[src/rtl/arb_mux_pkg.sv]
// Shared constants and helpers for the N-channel arbitrating mux.
package arb_mux_pkg;

  localparam logic MODE_FIXED = 1'b0;
  localparam logic MODE_RR    = 1'b1;

  // Cyclic successor of idx in the range [0, n).
  function automatic int unsigned cyc_inc(input int unsigned idx, input int unsigned n);
    return (idx + 1 >= n) ? 0 : idx + 1;
  endfunction

endpackage

[src/rtl/rr_arbiter_n.sv]
// Combinational round-robin arbiter: first request found after ptr, with wrap.
module rr_arbiter_n
  import arb_mux_pkg::*;
#(
  parameter  int N    = 4,
  localparam int SELW = $clog2(N)
) (
  input  logic [N-1:0]    req,
  input  logic [SELW-1:0] ptr,
  output logic [N-1:0]    gnt,
  output logic [SELW-1:0] gnt_idx
);

  int unsigned     idx;
  logic [SELW-1:0] idx_s;
  logic            found;

  always_comb begin
    gnt     = '0;
    gnt_idx = '0;
    found   = 1'b0;
    idx     = int'(ptr);
    idx_s   = '0;
    for (int k = 0; k < N; k++) begin
      idx   = cyc_inc(idx, N);
      idx_s = SELW'(idx);
      if (!found && req[idx_s]) begin
        found      = 1'b1;
        gnt[idx_s] = 1'b1;
        gnt_idx    = idx_s;
      end
    end
  end

endmodule

[src/rtl/arb_mux_n.sv]
// N-channel arbitrating mux with a one-entry registered output and valid/ready on all sides.
module arb_mux_n
  import arb_mux_pkg::*;
#(
  parameter  int WIDTH = 32,
  parameter  int N     = 4,
  localparam int SELW  = $clog2(N)
) (
  input  logic                 clk,
  input  logic                 rst_n,
  input  logic [N*WIDTH-1:0]   in_data,
  input  logic [N-1:0]         in_valid,
  output logic [N-1:0]         in_ready,
  input  logic                 mode,
  input  logic [SELW-1:0]      sel,
  output logic [WIDTH-1:0]     out_data,
  output logic [SELW-1:0]      out_src,
  output logic                 out_valid,
  input  logic                 out_ready
);

  logic [SELW-1:0]  rr_ptr;
  logic [N-1:0]     rr_gnt, fx_gnt, grant;
  logic [SELW-1:0]  rr_idx, gnt_idx;
  logic [WIDTH-1:0] sel_data;
  logic             can_load, xfer;

  rr_arbiter_n #(.N(N)) u_rr (
    .req     (in_valid),
    .ptr     (rr_ptr),
    .gnt     (rr_gnt),
    .gnt_idx (rr_idx)
  );

  // Out-of-range sel (non-power-of-2 N) grants nothing.
  always_comb begin
    fx_gnt = '0;
    if (int'(sel) < N) fx_gnt[sel] = in_valid[sel];
  end

  assign grant   = (mode == MODE_RR) ? rr_gnt : fx_gnt;
  assign gnt_idx = (mode == MODE_RR) ? rr_idx : sel;

  // Ready is withheld while reset is asserted so no producer sees a handshake.
  assign can_load = rst_n && (!out_valid || out_ready);
  assign in_ready = grant & {N{can_load}};
  assign xfer     = |(in_valid & in_ready);

  // grant is one-hot, so an AND-OR mux avoids any out-of-range part-select.
  always_comb begin
    sel_data = '0;
    for (int i = 0; i < N; i++)
      if (grant[i]) sel_data |= in_data[i*WIDTH +: WIDTH];
  end

  always_ff @(posedge clk or negedge rst_n) begin
    if (!rst_n) begin
      out_valid <= 1'b0;
      out_data  <= '0;
      out_src   <= '0;
      rr_ptr    <= SELW'(N - 1);
    end else if (xfer) begin
      out_valid <= 1'b1;
      out_data  <= sel_data;
      out_src   <= gnt_idx;
      if (mode == MODE_RR) rr_ptr <= gnt_idx;
    end else if (out_ready) begin
      out_valid <= 1'b0;
    end
  end

endmodule
[config.mk]
export PLATFORM = sky130hd
export DESIGN_NAME = arb_mux_n
export DESIGN_NICKNAME = d
export VERILOG_FILES = /design/src/rtl/arb_mux_pkg.sv /design/src/rtl/rr_arbiter_n.sv /design/src/rtl/arb_mux_n.sv
export SDC_FILE = /design/constraint.sdc
export NUM_CORES = 1
export LEC_CHECK = 0
export ABC_AREA = 1
export CORE_ASPECT_RATIO = 1.25
export CORE_UTILIZATION = 42
export DETAILED_ROUTE_END_ITERATION = 8
export PLACE_DENSITY_LB_ADDON = 0.2
export SLEW_MARGIN = 25
export SYNTH_ARGS = -nofsm -noshare
export SYNTH_HDL_FRONTEND = slang
export SYNTH_HIERARCHICAL = 1
export SYNTH_SLANG_ARGS = --single-unit
[constraint.sdc]
create_clock -name clk -period 4.4 [get_ports clk]
set_input_delay 0.88 -clock clk [delete_from_list [all_inputs] [get_ports clk]]
set_output_delay 0.88 -clock clk [all_outputs]
set_load 0.03 [all_outputs]
==> metrics.txt <==
final standard cell count with taps included and fillers excluded=738; remaining antenna violation count=0; Static Leakage=2.31 nW; unrepaired setup endpoints after global routing=no; H-tree depth reported by CTS=2; top library cells by usage in the layout, fill and taps aside=sky130_fd_sc_hd__clkdlybuf4s50_1 (171), sky130_fd_sc_hd__nand3_1 (161), sky130_fd_sc_hd__nand2_1 (137); TritonCTS clock tree=built; worst setup path class=reg -> out; Starting DRT DRC Count=279; multi-input combinational cell area=1920 sq um; Ant. Diodes=0; horizontal extent of the die=79.2 um; netlist area before placement=3130 sq um; starting density of the core=0.440; achievable clock frequency=242 MHz; growth of design area from synthesis to finish=60.9%; post-layout net count=792; maximum buffer depth of the clock tree=2; Warnings, synthesis=6; most common cell after layout, fill and taps aside=sky130_fd_sc_hd__clkdlybuf4s50_1; Finish-stage setup viols=0; final worst path period share=0.940; largest net degree at the start of global routing=38; time the worst path needs with I/O delays and setup=4.14 ns; gr usage total=0.323; mean number of vias per cell=5.73; Crit. End Element=output port; run status=completed; number of resized instances in the post-cts repair step=0; required arrival time at the worst endpoint=3.52 ns; final design area excluding fillers=5040 sq um; clock edge transition at the registers on the reported setup and hold paths=0.09 ns; clock buffer count from CTS=5; via count of the routed design=4,229; number of placement rows=34; post-synth net total=633; Distinct cells, synth=22; quantity of I/O buffers inserted on ports=176; Post CTS Setup Buffer Count=0; fill cell count=586; Peak VDD IR=378 uV; synthesized area per cell=6.41 sq um; flip-flop and latch count after synthesis=37; total global routing overflow=0; worst-margin pin slew=0.699 ns; Post-DP Area=4900 sq um; wire length of the first global-routing pass=19,800 um; hold violation count in the final report=0; number of pins exceeding their max-slew limit in the final report=0; number of buffers inserted for hold repair after clock tree synthesis=0; Maximum Capacitance Violations=0; total DRC errors in the routed layout=0; per-cell routed wire length=17.0 um; number of top-level pins=177; maximum fanout along the worst path=16; initial antenna violation count=0; first drt pass iteration count=6; via count of the first global-routing pass=4,156; clock root buffer=sky130_fd_sc_hd__clkbuf_8; tightest slew margin relative to the limit=0.533; skew final=0.0132 ns; Hold Crit Class=reg -> reg; Setup crit start kind=flop; Total Neg Setup Slack=0 ns; HPWL after detailed placement=9140 um; area occupied by registers=928 sq um; share of cells above drive strength 1=0.0756; sequential-to-total area share from yosys stat=0.297; final weighted congestion in routability-driven placement=0.917; clock net sink count=37; hold slack final=0.471 ns; Routed WL=12,500 um; placed insts=730; DIE AREA=7800 sq um; power per cell area=633 nW/um^2; area of the core region=7100 sq um; post-synthesis cell count=488; die height=98.5 um; latest clock arrival within the worst-skew pair=0.29 ns; Power, Total=3.19 mW; worst endpoint data arrival time=3.26 ns
## per-stage QoR
step | utilization | setup WS (ns)
after CTS | 0.709 | 0.318
after detailed placement | 0.690 | 0.322
final | 0.709 | 0.264
after global routing | 0.709 | 0.0127
after global placement | 0.690 | 0.421
after floorplan | - | 0.830
## worst max-delay path, cell delays in order (launching register included)
cell	delay [ns]
sky130_fd_sc_hd__dfstp_2	0.62
sky130_fd_sc_hd__inv_2	0.10
sky130_fd_sc_hd__ha_1	0.27
sky130_fd_sc_hd__inv_1	0.18
sky130_fd_sc_hd__o21ai_0	0.20
sky130_fd_sc_hd__inv_1	0.13
sky130_fd_sc_hd__nand2_2	0.09
sky130_fd_sc_hd__nand2_1	0.09
sky130_fd_sc_hd__nand2_2	0.09
sky130_fd_sc_hd__nor2_1	0.10
sky130_fd_sc_hd__nor2_1	0.05
sky130_fd_sc_hd__nand3_1	0.08
sky130_fd_sc_hd__or2_1	0.54
sky130_fd_sc_hd__nand2_1	0.12
sky130_fd_sc_hd__nor2_1	0.12
sky130_fd_sc_hd__buf_4	0.17
## path summary, 6_finish.rpt
kind,from,endpoint,slack [ns],depth (start not counted)
worst max-delay path,rr_ptr[0],in_ready[0],0.26,15
worst min-delay path,out_data[1],out_data[1],0.47,2
worst max register to register,rr_ptr[0],out_data[21],0.58,19
worst min register to register,out_data[1],out_data[1],0.47,2
max in group asynchronous,rst_n,rr_ptr[0],3.36,2
min in group asynchronous,rst_n,out_data[9],0.68,2
## power by group
part,switching (mW),internal (mW)
Clock,0.127,0.225
Sequential,0.101,0.512
Combinational,1.42,0.802
## layer usage
| metal | global-route usage | routed length [um] |
|---|---|---|
| met5 | 0 | 0 |
| met4 | 0.150 | 511 |
| met3 | 0.0500 | 981 |
| met2 | 0.572 | 6350 |
| met1 | 0.375 | 4690 |
## registers in the layout (all words and copies together) (netlist names)
name / flops
out_src: 2
out_data: 32
rr_ptr: 2
out_valid: 1
## kinds of logic after synthesis
logic type | count (synthesis) | share of synthesized area
and+or+nand+nor | 374 | 0.577
buffers and inverters | 64 | 0.0884
DFF | 37 | 0.297
adders and majority gates | 7 | 0.0280
AOI/OAI and AO/OA | 6 | 0.00959
## cell usage after synthesis
master                       n  area [sq um]
sky130_fd_sc_hd__nand3_1   161           806
sky130_fd_sc_hd__nand2_1   137           514
sky130_fd_sc_hd__nand4_1    36           225
sky130_fd_sc_hd__dfrtp_1    35           876
sky130_fd_sc_hd__clkbuf_1   24          90.1
sky130_fd_sc_hd__inv_1      23          86.3
sky130_fd_sc_hd__nor2_1     20          75.1
sky130_fd_sc_hd__ha_1        7          87.6
sky130_fd_sc_hd__nand2_2     7          43.8
sky130_fd_sc_hd__buf_2       6          30.0
sky130_fd_sc_hd__inv_2       6          22.5
sky130_fd_sc_hd__nand2_4     5          56.3
sky130_fd_sc_hd__o21ai_0     5          25.0
sky130_fd_sc_hd__buf_6       3          33.8
sky130_fd_sc_hd__nand3_2     3          30.0
sky130_fd_sc_hd__or2_1       3          18.8
sky130_fd_sc_hd__dfstp_2     2          52.6
sky130_fd_sc_hd__a21oi_1     1          5.00
sky130_fd_sc_hd__buf_4       1          7.51
sky130_fd_sc_hd__inv_4       1          6.26
sky130_fd_sc_hd__nand3_4     1          17.5
sky130_fd_sc_hd__nor2_8      1          20.0
## area by class of cell
type,count,share of cell area
clock buffer,5,0.0137
clock inverter,3,0.0129
inverter,30,0.0229
multi-input combinational,387,0.382
sequential,37,0.184
tap,90,0.0224
timing repair buffer,186,0.362
Note: power is estimated with default switching activity, not from simulation.
